File: src/rtl/glyph_tile_writer_if.sv
// glyph_tile_writer_if: start/stream handshake and BRAM write port bundle (master = loader/tb, slave = writer)
interface glyph_tile_writer_if #(parameter int AW = 17);
  logic          start_in;
  logic [4:0]    letter_in;
  logic [7:0]    pix_data_in;
  logic          pix_valid_in;
  logic          pix_ready_out;
  logic [AW-1:0] bram_addr_out;
  logic [7:0]    bram_din_out;
  logic          bram_we_out;
  logic          busy_out;
  logic          done_out;
  logic          error_out;
  modport master (
    output start_in, letter_in, pix_data_in, pix_valid_in,
    input  pix_ready_out, bram_addr_out, bram_din_out, bram_we_out, busy_out, done_out, error_out
  );
  modport slave (
    input  start_in, letter_in, pix_data_in, pix_valid_in,
    output pix_ready_out, bram_addr_out, bram_din_out, bram_we_out, busy_out, done_out, error_out
  );
endinterface

File: src/rtl/glyph_tile_writer.sv
// glyph_tile_writer: streams one TILE_W x TILE_H letter tile into the atlas BRAM; ports: pixel_clk_in, rst_n_in, bus (start/letter, pixel valid/ready, BRAM write, busy/done/error)
module glyph_tile_writer #(
  parameter int WIDTH         = 256,
  parameter int HEIGHT        = 512,
  parameter int TILE_W        = 38,
  parameter int TILE_H        = 45,
  parameter int TILES_PER_ROW = 6
) (
  input logic               pixel_clk_in,
  input logic               rst_n_in,
  glyph_tile_writer_if.slave bus
);
  localparam int AW = $clog2(WIDTH * HEIGHT);
  localparam int XW = $clog2(TILE_W);
  localparam int YW = $clog2(TILE_H);
  typedef enum logic [1:0] {IDLE, BASE, STREAM} state_t;
  state_t        state_q;
  logic [4:0]    letter_q;
  logic [XW-1:0] x_q;
  logic [YW-1:0] y_q;
  logic [AW-1:0] row_q;
  logic [AW-1:0] idx, base_d;
  logic [AW-1:0] addr_q;
  logic [7:0]    din_q;
  logic          ready_q, we_q, busy_q, done_q, error_q;
  logic          hs, x_last, y_last, letter_ok;
  always_comb begin
    idx    = AW'(letter_q) - AW'(1);
    base_d = (idx / AW'(TILES_PER_ROW)) * AW'(TILE_H * WIDTH) + (idx % AW'(TILES_PER_ROW)) * AW'(TILE_W);
  end
  assign hs        = bus.pix_valid_in & ready_q;
  assign x_last    = x_q == XW'(TILE_W - 1);
  assign y_last    = y_q == YW'(TILE_H - 1);
  assign letter_ok = bus.letter_in != 5'd0 && bus.letter_in <= 5'd26;
  // row_q starts at the tile base and steps by WIDTH per tile row, so the pixel address is just row_q + x
  always_ff @(posedge pixel_clk_in or negedge rst_n_in) begin
    if (!rst_n_in) begin
      state_q  <= IDLE;
      letter_q <= '0;
      x_q      <= '0;
      y_q      <= '0;
      row_q    <= '0;
      addr_q   <= '0;
      din_q    <= '0;
      ready_q  <= 1'b0;
      we_q     <= 1'b0;
      busy_q   <= 1'b0;
      done_q   <= 1'b0;
      error_q  <= 1'b0;
    end else begin
      we_q    <= 1'b0;
      done_q  <= 1'b0;
      error_q <= 1'b0;
      case (state_q)
        IDLE: if (bus.start_in) begin
          if (letter_ok) begin
            letter_q <= bus.letter_in;
            busy_q   <= 1'b1;
            state_q  <= BASE;
          end else error_q <= 1'b1;
        end
        BASE: begin
          row_q   <= base_d;
          x_q     <= '0;
          y_q     <= '0;
          ready_q <= 1'b1;
          state_q <= STREAM;
        end
        STREAM: if (hs) begin
          we_q   <= 1'b1;
          addr_q <= row_q + AW'(x_q);
          din_q  <= bus.pix_data_in;
          if (x_last) begin
            x_q   <= '0;
            y_q   <= y_q + YW'(1);
            row_q <= row_q + AW'(WIDTH);
            if (y_last) begin
              state_q <= IDLE;
              ready_q <= 1'b0;
              busy_q  <= 1'b0;
              done_q  <= 1'b1;
            end
          end else x_q <= x_q + XW'(1);
        end
        default: state_q <= IDLE;
      endcase
    end
  end
  assign bus.pix_ready_out = ready_q;
  assign bus.bram_we_out   = we_q;
  assign bus.bram_addr_out = addr_q;
  assign bus.bram_din_out  = din_q;
  assign bus.busy_out      = busy_q;
  assign bus.done_out      = done_q;
  assign bus.error_out     = error_q;
endmodule

File: src/flat_wrapper.sv
// flat-port wrapper written by rule: the top's interface ports become plain ports
module glyph_tile_writer_flat 
#(
  parameter int WIDTH         = 256,
  parameter int HEIGHT        = 512,
  parameter int TILE_W        = 38,
  parameter int TILE_H        = 45,
  parameter int TILES_PER_ROW = 6
)
  (pixel_clk_in, rst_n_in, bus_start_in, bus_letter_in, bus_pix_data_in, bus_pix_valid_in, bus_pix_ready_out, bus_bram_addr_out, bus_bram_din_out, bus_bram_we_out, bus_busy_out, bus_done_out, bus_error_out);
  glyph_tile_writer_if #(.AW(17)) bus_i ();
  input logic pixel_clk_in;
  input logic rst_n_in;
  input wire logic [$bits(bus_i.start_in)-1:0] bus_start_in;
  input wire logic [$bits(bus_i.letter_in)-1:0] bus_letter_in;
  input wire logic [$bits(bus_i.pix_data_in)-1:0] bus_pix_data_in;
  input wire logic [$bits(bus_i.pix_valid_in)-1:0] bus_pix_valid_in;
  output wire logic [$bits(bus_i.pix_ready_out)-1:0] bus_pix_ready_out;
  output wire logic [$bits(bus_i.bram_addr_out)-1:0] bus_bram_addr_out;
  output wire logic [$bits(bus_i.bram_din_out)-1:0] bus_bram_din_out;
  output wire logic [$bits(bus_i.bram_we_out)-1:0] bus_bram_we_out;
  output wire logic [$bits(bus_i.busy_out)-1:0] bus_busy_out;
  output wire logic [$bits(bus_i.done_out)-1:0] bus_done_out;
  output wire logic [$bits(bus_i.error_out)-1:0] bus_error_out;
  assign bus_i.start_in = bus_start_in;
  assign bus_i.letter_in = bus_letter_in;
  assign bus_i.pix_data_in = bus_pix_data_in;
  assign bus_i.pix_valid_in = bus_pix_valid_in;
  assign bus_pix_ready_out = bus_i.pix_ready_out;
  assign bus_bram_addr_out = bus_i.bram_addr_out;
  assign bus_bram_din_out = bus_i.bram_din_out;
  assign bus_bram_we_out = bus_i.bram_we_out;
  assign bus_busy_out = bus_i.busy_out;
  assign bus_done_out = bus_i.done_out;
  assign bus_error_out = bus_i.error_out;
  glyph_tile_writer #(.WIDTH(WIDTH), .HEIGHT(HEIGHT), .TILE_W(TILE_W), .TILE_H(TILE_H), .TILES_PER_ROW(TILES_PER_ROW)) u_core (.pixel_clk_in(pixel_clk_in), .rst_n_in(rst_n_in), .bus(bus_i));
endmodule
File: config.mk
export PLATFORM = sky130hd
export DESIGN_NAME = glyph_tile_writer_flat
export DESIGN_NICKNAME = d
export VERILOG_FILES = /design/src/rtl/glyph_tile_writer_if.sv /design/src/rtl/glyph_tile_writer.sv /design/src/flat_wrapper.sv
export SDC_FILE = /design/constraint.sdc
export NUM_CORES = 1
export LEC_CHECK = 0
export ABC_AREA = 1
export CORE_MARGIN = 3
export CORE_UTILIZATION = 25
export DETAILED_ROUTE_END_ITERATION = 8
export PLACE_DENSITY = 0.41
export REMOVE_ABC_BUFFERS = 1
export SLEW_MARGIN = 20
export SYNTH_ARGS = -nofsm -noshare
export SYNTH_HDL_FRONTEND = slang
export SYNTH_SLANG_ARGS = --single-unit
File: constraint.sdc
create_clock -name pixel_clk_in -period 15.88 [get_ports pixel_clk_in]
set_input_delay 1.588 -clock pixel_clk_in [delete_from_list [all_inputs] [get_ports pixel_clk_in]]
set_output_delay 1.588 -clock pixel_clk_in [all_outputs]
set_load 0.02 [all_outputs]
==> metrics, run 1 <==
outcome complete, no violations; Die W 155 um; Post-synth EDFFs 0; register bit total from synthesis 65; Max Slew Vio Count 0; vias in the first global route 4,452; antenna-violating nets left 0; post-CTS sizing 0; simple-gate area share of the yosys netlist 0.222; Die Span Y around 150 um; GPL Wtd Cong 0.789; CTS root buf clkbuf_16; WP data arrival 7540 ps; count leader, synth nand2_1; MaxCap Viol Count 0; Clock Skew 8.06 ps; crit path launch type flip-flop; pre-CTS setup slack 8520 ps; DR vias/cell 4.21; setup violators final 0; share of layout cells above drive strength 1 0.0714; largest net degree at the start of global routing 66; hold slack 467 ps; sequential share of the synthesized area 0.293; Setup TNS Final 0 ps; fin nets 879; Netlist Area Pre-Place 0.00555 mm2; post-synthesis compound-gate area fraction 0.112; Post-DP HPWL approximately 11 mm; Synth Area in Adders 0.213; Starting Density 0.259; Worst-path clk slew 60 ps; htree depth 3; r2r worst-path depth 51; crit path kind reg2reg; Max clock buf depth 2; RSZ-0062 raised after global routing false; period utilisation layout 0.461; hold violation count in the final report 0; placed cells 1,043; gr usage total 0.114; initial antenna violation count 0; Worst Path Max Fanout 13; synth unique cells 43; max_slew headroom 0.374; die area 0.0240 mm2; CP max-delay cell fa_1; Synth Area in XOR/XNOR 0.0503; first-pass GRT wire length 22.3 mm; largest family of logic cells by synthesized area simple AND/OR/NAND/NOR gates; ant diodes 0; Yosys top cell area share 0.293; FF+latch area between 0.0015 and 0.002 mm2; Mapped Cells 728; 1st-iter DRT viols 223; FILL cells between 2,000 and 2,500; Critical Path End Type flip-flop; drt pass-1 iters 4; worst endpoint required time 16,090 ps; Layout Cells excl Fill 1,059; setup ws final 8560 ps; R2R setup slack 8560 ps; area leader, netlist dfrtp_1; Max Fclk 0.137 GHz; Post-synth top flop dfrtp_1; worst hold path class reg2reg; CTS tree done; CTS buffer count 9; Synth top cells by count 143 x nand2_1, 134 x inv_1, 65 x dfrtp_1, 64 x ha_1, 60 x nor2_1; mux contribution to synthesized area 0; multi-input logic area between 0.003 and 0.004 mm2; routed wire length approximately 13 mm; Final Critical Period 7320 ps; Async S/R FF share, synth 1.00; dominant cells by area after synthesis dfrtp_1 29%, ha_1 14%, nand2_1 9.7%; Ys Warns 0; Rows 53; GRT Residual Overflow 0; via count 4,457; Hold Path Depth 2; Critical Path Max Stage Delay 470 ps; Critical Path Most Common Cell nand2_1; average wire per standard cell 12.7 um; mean post-synth cell area 7.62 um2; Clk Latency, worst-skew pair 330 ps; CTS hold repair buffers 0; Ports 47; Core Region 0.0214 mm2; worst slew pin tran about 930 ps; # Post-CTS Setup Buffers 0; Residual DRC 0; area added between synthesis and finish 19.9%; # port buffers 46; CTS sink cnt 65
-- cell usage in the layout, fill, tap and decap left out, types with 5 or more instances in the layout --
| cell type | netlist | final |
|---|---|---|
| xor2_1 | 19 | 19 |
| buf_4 | 0 | 5 |
| ha_1 | 64 | 64 |
| inv_1 | 134 | 134 |
| inv_2 | 6 | 7 |
| clkdlybuf4s50_1 | 0 | 45 |
| a21oi_1 | 33 | 33 |
| o21ai_0 | 55 | 55 |
| nor3_1 | 10 | 10 |
| nand2_1 | 143 | 143 |
| nand2_2 | 10 | 10 |
| clkbuf_16 | 0 | 9 |
| fa_1 | 19 | 19 |
| xnor2_1 | 11 | 11 |
| dfrtp_1 | 65 | 65 |
| nand3_1 | 38 | 38 |
| nor2_1 | 60 | 60 |
-- critical path, delay by kind of cell (launching register included) --
kind | cells | cell delay [ps]
and+or+nand+nor | 27 | 2450
buffers and inverters | 11 | 1010
DFF | 1 | 410
AOI/OAI and AO/OA | 6 | 1120
xor gates and xnor gates | 1 | 180
adders and majority gates | 6 | 2000
-- worst paths after layout --
path | from | end
min reg2reg | u_core.bus.bram_din_out[3] | u_core.bus.bram_din_out[3]
max in group asynchronous | rst_n_in | u_core.letter_q[1]
max | u_core.letter_q[0] | u_core.row_q[16]
min | u_core.bus.bram_din_out[3] | u_core.bus.bram_din_out[3]
min in group asynchronous | rst_n_in | u_core.bus.bram_addr_out[4]
max reg2reg | u_core.letter_q[0] | u_core.row_q[16]
-- per-layer routing --
metal / GRT usage / part of all wire / vias up / routed length [um]
met3: 0.0172 / 0.030 / 6 / 402
met1: 0.164 / 0.51 / 1986 / 6900
met5: 0 / 0 / - / 0
met2: 0.182 / 0.45 / 56 / 6000
met4: 0.0265 / 0.0085 / 0 / 114
li1: - / - / 2409 / -
-- registers in the layout, indices dropped and copies added, names as in the netlist --
name,cells
u_core.state_q,2
u_core.bus.pix_ready_out,1
u_core.bus.bram_din_out,8
u_core.bus.bram_we_out,1
u_core.bus.error_out,1
u_core.bus.busy_out,1
u_core.y_q,6
u_core.bus.bram_addr_out,17
u_core.row_q,16
u_core.letter_q,5
u_core.bus.done_out,1
u_core.x_q,6
-- cell type report --
| cell class | count | area share |
|---|---|---|
| Timing Repair Buffer | 51 | 0.0741 |
| Sequential cell | 65 | 0.245 |
| Multi-Input combinational cell | 509 | 0.500 |
| Tap cell | 275 | 0.0517 |
| Clock inverter | 5 | 0.0119 |
| Inverter | 143 | 0.0811 |
| Clock buffer | 11 | 0.0365 |
-- metrics by stage --
step                 util  area, um2
floorplan               -       5490
detailed placement  0.296       6330
CTS                 0.311       6650
global placement    0.296       6330
global route        0.311       6650
finish              0.311       6650
-- cells by family after synthesis --
group | after synthesis
other | 2
DFF | 65
xor gates and xnor gates | 31
buffers and inverters | 156
adders and majority gates | 83
AOI/OAI and AO/OA | 111
and+or+nand+nor | 280
Power of run 1 is not shown: default switching activity piles up to over one toggle a cycle in this logic, so the estimate is an artifact.
==> inputs of run 2 (changes only) <==
==> constraint.sdc (replaced) <==
create_clock -name pixel_clk_in -period 6.8 [get_ports pixel_clk_in]
set_input_delay 0.68 -clock pixel_clk_in [delete_from_list [all_inputs] [get_ports pixel_clk_in]]
set_output_delay 0.68 -clock pixel_clk_in [all_outputs]
set_load 0.02 [all_outputs]
==> run 2 against run 1 <==
Critical path depth shrank 2; sequential share of layout area shrank 1.4 points; die area is the same; sequential cell count is the same; via count grew 3.0%; design area grew 5.9%; first-iteration DRC count shrank 19%; hold slack is essentially flat; largest cell class unchanged; count of clock-buffer cells in the layout grew 2; cell count grew 2.3%; wire length grew 1.3%.
==> metrics, run 2 (synthesized netlist as in run 1, its figures left out) <==
CTS tree done; Final Critical Period 6340 ps; outcome complete, no violations; worst hold path class reg2reg; gr usage total 0.119; worst endpoint required time 7010 ps; 1st-iter DRT viols 181; vias in the first global route roughly 4,600; GPL Wtd Cong a little under 0.8; drt pass-1 iters 4; Max Slew Vio Count 0; CTS hold repair buffers 0; average wire per standard cell 12.6 um; fin nets 904; routed wire length 13.6 mm; largest net degree at the start of global routing 66; CTS root buf clkbuf_16; most frequent cells in the layout 141 x nand2_1, 131 x inv_1, 65 x dfrtp_1, 58 x nor2_1, 54 x ha_1; Worst Path Max Fanout 9; FILL cells about 2,400; WP data arrival 6550 ps; worst slew pin tran 964 ps; initial antenna violation count 0; Rows 53; ant diodes 0; Starting Density 0.259; die area 0.0240 mm2; Residual DRC 0; RSZ-0062 raised after global routing false; share of layout cells above drive strength 1 0.141; Die Span Y between 150 and 200 um; Critical Path Max Stage Delay 500 ps; CP max-delay cell fa_1; Die W 155 um; Max clock buf depth 2; hold violation count in the final report 0; Core Region between 0.02 and 0.025 mm2; MaxCap Viol Count 0; CTS sink cnt 65; period utilisation layout 0.932; DR vias/cell 4.24; Clk Latency, worst-skew pair 330 ps; htree depth 3; Clock Skew ~11 ps; GRT Residual Overflow 0; max_slew headroom 0.355; Ports between 40 and 50; crit path kind reg2reg; Critical Path Most Common Cell nand2_1; via count 4,590; Critical Path End Type flip-flop; max FFs per register 17; antenna-violating nets left 0; first-pass GRT wire length 23.0 mm; Post-DP HPWL 10.9 mm; CTS buffer count 9; setup violators final 0; fin util 0.329; Max Fclk 0.158 GHz; commonest non-fill, non-tap cell in the layout nand2_1; area added between synthesis and finish 27.0%; crit path launch type flip-flop; # port buffers 46; Worst-path clk slew 60 ps
-- run 2: cell count changes in the layout (fill, tap and decap cells not counted), moves of 3 or more --
cell     before  now
a21oi_1      33   26
a21oi_2       1    7
buf_4         5   29
ha_1         64   54
ha_4          0    8
inv_1       134  131
inv_2         7   10
o21ai_0      55   52
-- run 2: worst paths after layout --
path | start | end | slack (ps) | cells after the start
worst max-delay path | u_core.letter_q[4] | u_core.row_q[16] | 460 | 49
worst min-delay path | u_core.bus.bram_addr_out[1] | u_core.bus.bram_addr_out[1] | 470 | 2
worst max register to register | u_core.letter_q[4] | u_core.row_q[16] | 460 | 49
worst min register to register | u_core.bus.bram_addr_out[1] | u_core.bus.bram_addr_out[1] | 470 | 2
max in group asynchronous | rst_n_in | u_core.state_q[0] | 5700 | 2
min in group asynchronous | rst_n_in | u_core.bus.bram_addr_out[5] | 550 | 2
-- run 2: cell type report --
class,count,area [um2],share of cell area
clock inverters,2,12.5,0.00178
clock buffers,13,270,0.0384
well taps,275,344,0.0488
repair buffers,76,684,0.0971
flip-flops and latches,65,1630,0.231
multi-input cells,509,3570,0.507
inverters,143,539,0.0765
-- run 2: metal layers --
| metal | track usage | wire length [um] |
|---|---|---|
| met2 | 0.186 | 5990 |
| met1 | 0.167 | 6950 |
| met5 | 0 | 0 |
| met3 | 0.0167 | 379 |
| met4 | 0.0475 | 272 |
-- run 2: stage by stage --
step                instances  worst slack [ps]  instance area (um2)  hold slack, ps  TNS (ps)
detailed placement       1062             -14.2                 6470             460     -14.2
global route             1083              6.53                 7050             491         0
CTS                      1078              1.92                 6770             474         0
global placement         1062              89.8                 6470             455         0
floorplan                 717               463                 5490             384         0
finish                   1083               461                 7050             467         0
-- run 2: what timing repair did --
action                     CTS  global route
pin swaps                    1            10
gates resized for setup      1            48
setup endpoints to repair    1             3
setup buffers                1             5
-- run 2: worst max-delay path, delay by kind of cell, from the launching register on --
| kind | cells | cell delay (ps) |
|---|---|---|
| buf+inv | 12 | 970 |
| xor+xnor | 2 | 330 |
| simple gates | 22 | 1850 |
| flops | 1 | 420 |
| compound gates | 7 | 920 |
| fa+ha+maj | 6 | 1730 |
Power of run 2 is left out for the same reason.
